`src/rtl/mem_readout.sv`:
```
// Capture-memory readout: reads a block of words and streams them out as bytes, MSB first.
// Optional trailing XOR checksum byte is enabled by defining MEM_READOUT_CSUM_EN.
module mem_readout #(
  parameter int width    = 11,
  parameter int mem_size = 32
) (
  input  logic                clk,
  input  logic                rst_n,
  input  logic                start,
  input  logic                abort,
  input  logic [width-1:0]    base_adr,
  input  logic [width:0]      count,
  output logic                busy,
  output logic                done,
  output logic [width-1:0]    mem_adr,
  output logic                mem_we,
  input  logic [mem_size-1:0] mem_dat_i,
  output logic [7:0]          tx_data,
  output logic                tx_valid,
  input  logic                tx_ready
);

  localparam int BYTES = mem_size / 8;
  localparam int IDXW  = (BYTES > 1) ? $clog2(BYTES) : 1;
  localparam logic [IDXW-1:0] LAST_IDX = IDXW'(BYTES - 1);

  typedef enum logic [2:0] {
    IDLE = 3'd0,
    ADDR = 3'd1,
    LOAD = 3'd2,
    SEND = 3'd3,
`ifdef MEM_READOUT_CSUM_EN
    TAIL = 3'd5,
`endif
    FIN  = 3'd4
  } state_t;

  state_t              state_reg;
  logic [width-1:0]    cur_adr_reg;
  logic [width:0]      remaining_reg;
  logic [mem_size-1:0] shift_reg;
  logic [mem_size-1:0] shift_next;
  logic [IDXW-1:0]     byte_idx_reg;
  logic                hs;
`ifdef MEM_READOUT_CSUM_EN
  logic [7:0]          csum_reg;
`endif

  assign mem_we     = 1'b0;
  assign hs         = tx_valid && tx_ready;
  assign shift_next = shift_reg << 8;

  always_ff @(posedge clk or negedge rst_n) begin
    if (!rst_n) begin
      state_reg     <= IDLE;
      busy          <= 1'b0;
      done          <= 1'b0;
      mem_adr       <= '0;
      tx_valid      <= 1'b0;
      tx_data       <= 8'h00;
      cur_adr_reg   <= '0;
      remaining_reg <= '0;
      shift_reg     <= '0;
      byte_idx_reg  <= '0;
`ifdef MEM_READOUT_CSUM_EN
      csum_reg      <= 8'h00;
`endif
    end else begin
      done <= 1'b0;
      // abort beats everything outside IDLE, including a same-cycle handshake
      if (abort && state_reg != IDLE) begin
        state_reg <= IDLE;
        busy      <= 1'b0;
        tx_valid  <= 1'b0;
      end else begin
        case (state_reg)
          IDLE: begin
            if (start && !abort) begin
              cur_adr_reg   <= base_adr;
              remaining_reg <= count;
              mem_adr       <= base_adr;
              busy          <= 1'b1;
`ifdef MEM_READOUT_CSUM_EN
              csum_reg      <= 8'h00;
`endif
              if (count == '0) begin
`ifdef MEM_READOUT_CSUM_EN
                state_reg <= TAIL;
                tx_valid  <= 1'b1;
                tx_data   <= 8'h00;
`else
                state_reg <= FIN;
                done      <= 1'b1;
`endif
              end else begin
                state_reg <= ADDR;
              end
            end
          end

          ADDR: state_reg <= LOAD;

          LOAD: begin
            shift_reg     <= mem_dat_i;
            byte_idx_reg  <= '0;
            cur_adr_reg   <= cur_adr_reg + 1'b1;
            remaining_reg <= remaining_reg - 1'b1;
            tx_valid      <= 1'b1;
            tx_data       <= mem_dat_i[mem_size-1 -: 8];
            state_reg     <= SEND;
          end

          SEND: begin
            if (hs) begin
              shift_reg    <= shift_next;
              byte_idx_reg <= byte_idx_reg + 1'b1;
`ifdef MEM_READOUT_CSUM_EN
              csum_reg     <= csum_reg ^ tx_data;
`endif
              if (byte_idx_reg == LAST_IDX) begin
                if (remaining_reg != '0) begin
                  state_reg <= ADDR;
                  mem_adr   <= cur_adr_reg;
                  tx_valid  <= 1'b0;
                end else begin
`ifdef MEM_READOUT_CSUM_EN
                  // checksum must fold in the byte being accepted right now
                  state_reg <= TAIL;
                  tx_data   <= csum_reg ^ tx_data;
`else
                  state_reg <= FIN;
                  done      <= 1'b1;
                  tx_valid  <= 1'b0;
`endif
                end
              end else begin
                tx_data <= shift_next[mem_size-1 -: 8];
              end
            end
          end

`ifdef MEM_READOUT_CSUM_EN
          TAIL: begin
            if (hs) begin
              tx_valid  <= 1'b0;
              state_reg <= FIN;
              done      <= 1'b1;
            end
          end
`endif

          FIN: begin
            state_reg <= IDLE;
            busy      <= 1'b0;
          end

          default: begin
            state_reg <= IDLE;
            busy      <= 1'b0;
            tx_valid  <= 1'b0;
          end
        endcase
      end
    end
  end

endmodule

```
`config.mk`:
```
export PLATFORM = sky130hd
export DESIGN_NAME = mem_readout
export DESIGN_NICKNAME = d
export VERILOG_FILES = /design/src/rtl/mem_readout.sv
export SDC_FILE = /design/constraint.sdc
export NUM_CORES = 1
export LEC_CHECK = 0
export CORE_ASPECT_RATIO = 1.1
export CORE_UTILIZATION = 26
export DETAILED_ROUTE_END_ITERATION = 8
export PLACE_DENSITY = 0.48
export SYNTH_ARGS = -nofsm -noshare
export SYNTH_HDL_FRONTEND = slang
export SYNTH_SLANG_ARGS = --single-unit
```
`constraint.sdc`:
```
create_clock -name clk -period 2.6 [get_ports clk]
set_input_delay 0.52 -clock clk [delete_from_list [all_inputs] [get_ports clk]]
set_output_delay 0.52 -clock clk [all_outputs]
set_load 0.02 [all_outputs]
```
==> results_dict.tcl, run 1 <==
set metrics [dict create \
    use_met1_pct 18.71 \
    htree_num_levels 3 \
    syn2layout_area_growth_pct 36.55 \
    grt_max_degree 45 \
    cts_buffer_depth 2 \
    slew_headroom_pct 62.68 \
    ios 83 \
    p_leak_nw 2.136 \
    placed_cell_area_sq_mm 0.005025 \
    insertedDiodeCount 0 \
    r2r_start "remaining_reg[6]" \
    startpoint "remaining_reg[6]" \
    timing.final.crit_share_pct 85.93 \
    power_density_mw_per_mm2 874.0 \
    wl_per_cell_microns 15.86 \
    worstSetupStartpointType "flop" \
    syn-num-nets 459 \
    fmax_ghz 0.4476 \
    postLayoutCoreUtil_pct 36.76 \
    numClockSinks 74 \
    register_area_sq_mm 0.001852 \
    finalSetupViolCount 0 \
    cts_buffers 9 \
    critPathMaxStageDelay_ns 0.58 \
    largest_register_ffs 24 \
    grt_pass1_vias 3327 \
    postSynthAreaPerCell_sq_um 9.924 \
    final_common_cell "clkdlybuf4s50_1" \
    die_w_microns 119.1 \
    min_path_type "input pin to async pin" \
    die_y_microns 130.8 \
    drive_above_1_share_pct 14.70 \
    slew_viol_final 0 \
    num-nets-final 542 \
    grt_pass1_wl_mm 17.47 \
    ir_worst_vdd_mv 0.3346 \
    rows 46 \
    gr-total-overflow 0 \
    final_area_sq_mm 0.005353 \
    yosysWarnings 0 \
    max_slew.worst_pin.slew_ns 0.5598 \
    synth_area_sq_mm 0.003920 \
    busiest_layer "met2" \
    required_ns 2.83 \
    dr_total_vias 3282 \
    ant_nets 0 \
    cts_hold_buf 0 \
    grt_usage_pct 14.72 \
    firstDrtPassIters 4 \
    final_cell_mix "clkdlybuf4s50_1, dfrtp_1, nand2_1" \
    cts.clk_slew.worst_paths_ns 0.06 \
    ys_seq_area_share_pct 47.24 \
    gr-usage-met2_pct 23.80 \
    synthCells 395 \
    rr_worst_depth 5 \
    worstPathMaxFanout 11 \
    avgViaCountPerCell 4.862 \
    start_util_pct 26.92 \
    finClkSkew_ns 0.006215 \
    synthDistinctLibCells 49 \
    multi_input_area_sq_mm 0.001933 \
    ctsResizeCount 0 \
    fill_cells 1464 \
    ys_ff_latch 74 \
    rsz0062_at_grt "no" \
    period_needed_ns 2.234 \
    post-route-drc-count 0 \
    end_kind "flop" \
    cts_root_buf "clkbuf_16" \
    post_cts.repair.setup_buffers 0 \
    grt_use_met3_pct 4.297 \
    hpwl_mm 7.645 \
    fp.dieArea_sq_mm 0.01557 \
    maxCapViolCount 0 \
    antenna_found_initial 0 \
    path_cells "or4_4 -> nor4_4 -> a22oi_2 -> buf_12 -> mux2_4" \
    drtIter0Drc 194 \
    path_class "flop to flop" \
    finalSetupTns_ns 0 \
    crit_slowest_cell "or4_4" \
    gp_congestion 0.8205 \
    cp.arrival_ns 2.46 \
    total_power_w 0.004678 \
    dp_slack_ns 0.1067 \
    io_buffers 81 \
    final_hold_viol_count 0 \
    core-area_sq_mm 0.01456 \
    cts_tree "yes" \
    drt_wl_total_mm 10.71 \
    clk-insertion-delay-late_ns 0.35 \
    worst_slack_ns 0.3659 \
    status "completed" \
]
## report_power, final
group | switching (W) | total, W | internal [W] | leakage [nW]
logic | 0.000690 | 0.00142 | 0.000735 | 1.10
clock network | 0.000532 | 0.00138 | 0.000849 | 0.156
registers | 0.000315 | 0.00187 | 0.00156 | 0.879
total | 0.00154 | 0.00468 | 0.00314 | 2.14
## layout make-up
class / instances / share of cell area, %
Clock inverter: 7 / 1.917
Clock buffer: 9 / 4.208
Tap cell: 192 / 4.488
Multi-Input combinational cell: 288 / 36.11
Inverter: 7 / 0.4909
Sequential cell: 74 / 34.60
Timing Repair Buffer: 98 / 18.19
## critical path, delay by kind of cell, from the launching register on
family                 cells  cell delay (ns)
AOI/OAI and AO/OA          1             0.18
buffers and inverters      1             0.19
DFF                        1             0.44
and+or+nand+nor            2             1.00
muxes                      1             0.30
## kinds of logic (layout without fill, tap and decap cells)
group           Yosys count  count (layout)  synth area share (%)
compound gates          103             103                 16.60
fa+ha+maj                 4               4                 1.277
buf+inv                  33             121                 3.767
flops                    74              74                 47.24
mux                      46              46                 13.41
other cells               1               1               0.09566
simple gates            134             134                 17.62
## cell usage after synthesis, drive strengths merged
master	number	area [sq um]
dfrtp	74	1852
nand2	40	150.1
a21oi	30	150.1
nor2	30	112.6
o21ai	29	145.1
mux2i	24	240.2
mux2	22	285.3
clkbuf	19	71.32
nand3	13	65.06
a211oi	9	67.56
a22o	9	78.83
nor3	9	45.04
o22ai	8	50.05
buf	7	50.05
inv	7	26.28
or3	7	46.29
a2bb2oi	6	52.55
and3	6	37.54
nor4	6	52.55
ha	4	50.05
nand2b	4	25.02
or2	4	25.02
or4	4	33.78
and4	2	17.52
nor2b	2	12.51
nor3b	2	15.01
o32ai	2	17.52
or3b	2	17.52
a21bo	1	10.01
a21o	1	7.510
a22oi	1	12.51
a31o	1	8.760
a31oi	1	6.260
and3b	1	8.760
conb	1	3.750
nor4b	1	15.01
o211ai	1	7.510
o221a	1	11.26
o221ai	1	8.760
o311ai	1	8.760
o31ai	1	7.510
or4bb	1	11.26
## per-layer routing
metal	vias up	wire (microns)	share of wire, %
met5	-	0	0
met4	0	161	1.5
met3	12	681	6.4
met2	105	4933	46
met1	1563	4932	46
li1	1602	-	-
## stage by stage
stage	hold slack, ns	cells
after floorplan	0.2244	395
after global placement	0.4622	659
after detailed placement	0.4697	659
after CTS	0.1776	675
after global routing	0.2009	675
final	0.1633	675
## worst paths after layout
kind / endpoint / slack, ns
max: mem_adr[10] / 0.37
min reg2reg: shift_reg[18] / 0.48
min: remaining_reg[9] / 0.16
max in group asynchronous: state_reg[2] / 1.84
min in group clk: shift_reg[18] / 0.48
max reg2reg: mem_adr[10] / 0.37
Note: power is estimated with default switching activity, not from simulation.
==> run 2, diff against run 1 <==
HOLD_SLACK_MARGIN = 0.15   (was default)
==> results of run 2 <==
The final DEF is identical to that of run 1; final timing and power are the same.
==> run 3, diff against run 2 <==
CTS_BUF_LIST = sky130_fd_sc_hd__clkbuf_4   (was default)
==> run 3 against run 2 <==
  * Register-to-register slack is essentially flat
  * Routed wire length is 0.31% lower
  * Cell area shrank 2.8%
  * Utilization down 1.0 points
  * Sequential cell count unchanged
  * Die area did not move
  * Sequential share of layout area grew 0.98 points
  * Clock power is 37% lower
  * Clock-buffer cell count did not move
  * Sequential power about the same
  * Power is 11% lower
  * Critical path type unchanged
==> results_dict.tcl, run 3 (synthesized netlist as in run 1, its figures left out) <==
set metrics [dict create \
    status "completed" \
    die_y_microns 130.8 \
    antenna_found_initial 0 \
    htree_num_levels 3 \
    holdWs_ns 0.4926 \
    hpwl_mm 7.645 \
    fp.dieArea_sq_mm 0.01557 \
    final_cell_mix "clkdlybuf4s50_1, dfrtp_1, nand2_1" \
    firstDrtPassIters 4 \
    maxCapViolCount 0 \
    drtIter0Drc 214 \
    ios 83 \
    timing.final.crit_share_pct 86.42 \
    num-nets-final 543 \
    grt_pass1_wl_mm 17.33 \
    min_path_type "flop to flop" \
    end_kind "flop" \
    placed_cells 659 \
    core-area_sq_mm 0.01456 \
    final_hold_viol_count 0 \
    slew_headroom_pct 62.50 \
    holdPathStages 2 \
    power_density_mw_per_mm2 798.9 \
    finalSetupTns_ns 0 \
    placed_cell_area_sq_mm 0.005025 \
    clk-insertion-delay-late_ns 0.45 \
    cts.clk_slew.worst_paths_ns 0.14 \
    grt_usage_pct 14.51 \
    gp_congestion 0.8205 \
    largest_register_ffs 24 \
    io_buffers 81 \
    wl_per_cell_microns 15.79 \
    grt_max_degree 45 \
    period_needed_ns 2.247 \
    rsz0062_at_grt "no" \
    grt_pass1_vias 3317 \
    ir_worst_vdd_mv 0.2980 \
    numClockSinks 74 \
    max_slew.worst_pin.slew_ns 0.5626 \
    rr_worst_depth 6 \
    finClkSkew_ns 0.01613 \
    drt_wl_total_mm 10.68 \
    rows 46 \
    final_area_sq_mm 0.005205 \
    cts_root_buf "clkbuf_4" \
    gr-total-overflow 0 \
    start_util_pct 26.92 \
    ant_nets 0 \
    post-route-drc-count 0 \
    required_ns 2.96 \
    die_w_microns 119.1 \
    cts_buffers 9 \
    final_common_cell "clkdlybuf4s50_1" \
    fmax_ghz 0.4451 \
    drive_above_1_share_pct 14.67 \
    cp.arrival_ns 2.61 \
    cts_buffer_depth 2 \
    finalNonFillerCells 676 \
    avgViaCountPerCell 4.859 \
    finalSetupViolCount 0 \
    cts_tree "yes" \
    p_leak_nw 2.071 \
    insertedDiodeCount 0 \
    path_class "flop to flop" \
    slew_viol_final 0 \
    dr_total_vias 3285 \
    syn2layout_area_growth_pct 32.78 \
    worstPathMaxFanout 5 \
    worstSetupStartpointType "flop" \
]
[run 3: changes by cell type in the layout (fill, tap and decap cells not counted)]
cell / before / now
clkbuf_16: 9 / 0
clkbuf_4: 0 / 9
dlygate4sd3_1: 0 / 1
[run 3: critical path, cell delays in order (launching register included)]
cell and delay [ns]:
dfrtp_1 0.44, inv_1 0.13, ha_1 0.22, or3b_2 0.53, or2_2 0.33, or3_1 0.34
and3_1 0.17
[run 3: what timing repair did]
action / in CTS / in global routing
endpoints found under the hold margin: 39 / 0
setup buffers: 0 / 0
resized for setup: 0 / 0
hold buffers: 1 / 0
[run 3: report_power, final]
part / total (W) / switching (W) / internal [W]
Sequential: 0.00187 / 0.000317 / 0.00155
Combinational: 0.00143 / 0.000689 / 0.000736
Clock: 0.000865 / 0.000468 / 0.000397
[run 3: layer usage]
| layer | track usage, % | vias up | routed length [microns] |
|---|---|---|---|
| li1 | - | 1612 | - |
| met1 | 18.44 | 1565 | 4960 |
| met2 | 23.63 | 96 | 4912 |
| met3 | 3.429 | 12 | 644 |
| met4 | 6.329 | 0 | 158 |
| met5 | 0 | - | 0 |
[run 3: path summary, 6_finish.rpt]
path / startpoint / to / slack (ns)
min: shift_reg[18] / shift_reg[18] / 0.49
min in group asynchronous: rst_n / remaining_reg[9] / 0.57
max: remaining_reg[0] / remaining_reg[6] / 0.35
max in group asynchronous: rst_n / state_reg[0] / 1.41
max reg2reg: remaining_reg[0] / remaining_reg[6] / 0.35
min reg2reg: shift_reg[18] / shift_reg[18] / 0.49
[run 3: stage by stage]
step,power (W),util (%),setup WS (ns)
floorplan,0.002687,-,0.5595
global placement,0.003301,34.51,0.1203
detailed placement,0.003337,34.51,0.1067
CTS,0.004217,35.75,0.3511
global route,0.004446,35.75,0.2558
finish,0.004158,35.75,0.3531
[run 3: cell type report]
class	count	area, sq um
Timing Repair Buffer	99	983.4
Fill cell	1481	9356
Sequential cell	74	1852
Tap cell	192	240.2
Clock buffer	9	67.56
Clock inverter	7	102.6
Inverter	7	26.28
Multi-Input combinational cell	288	1933
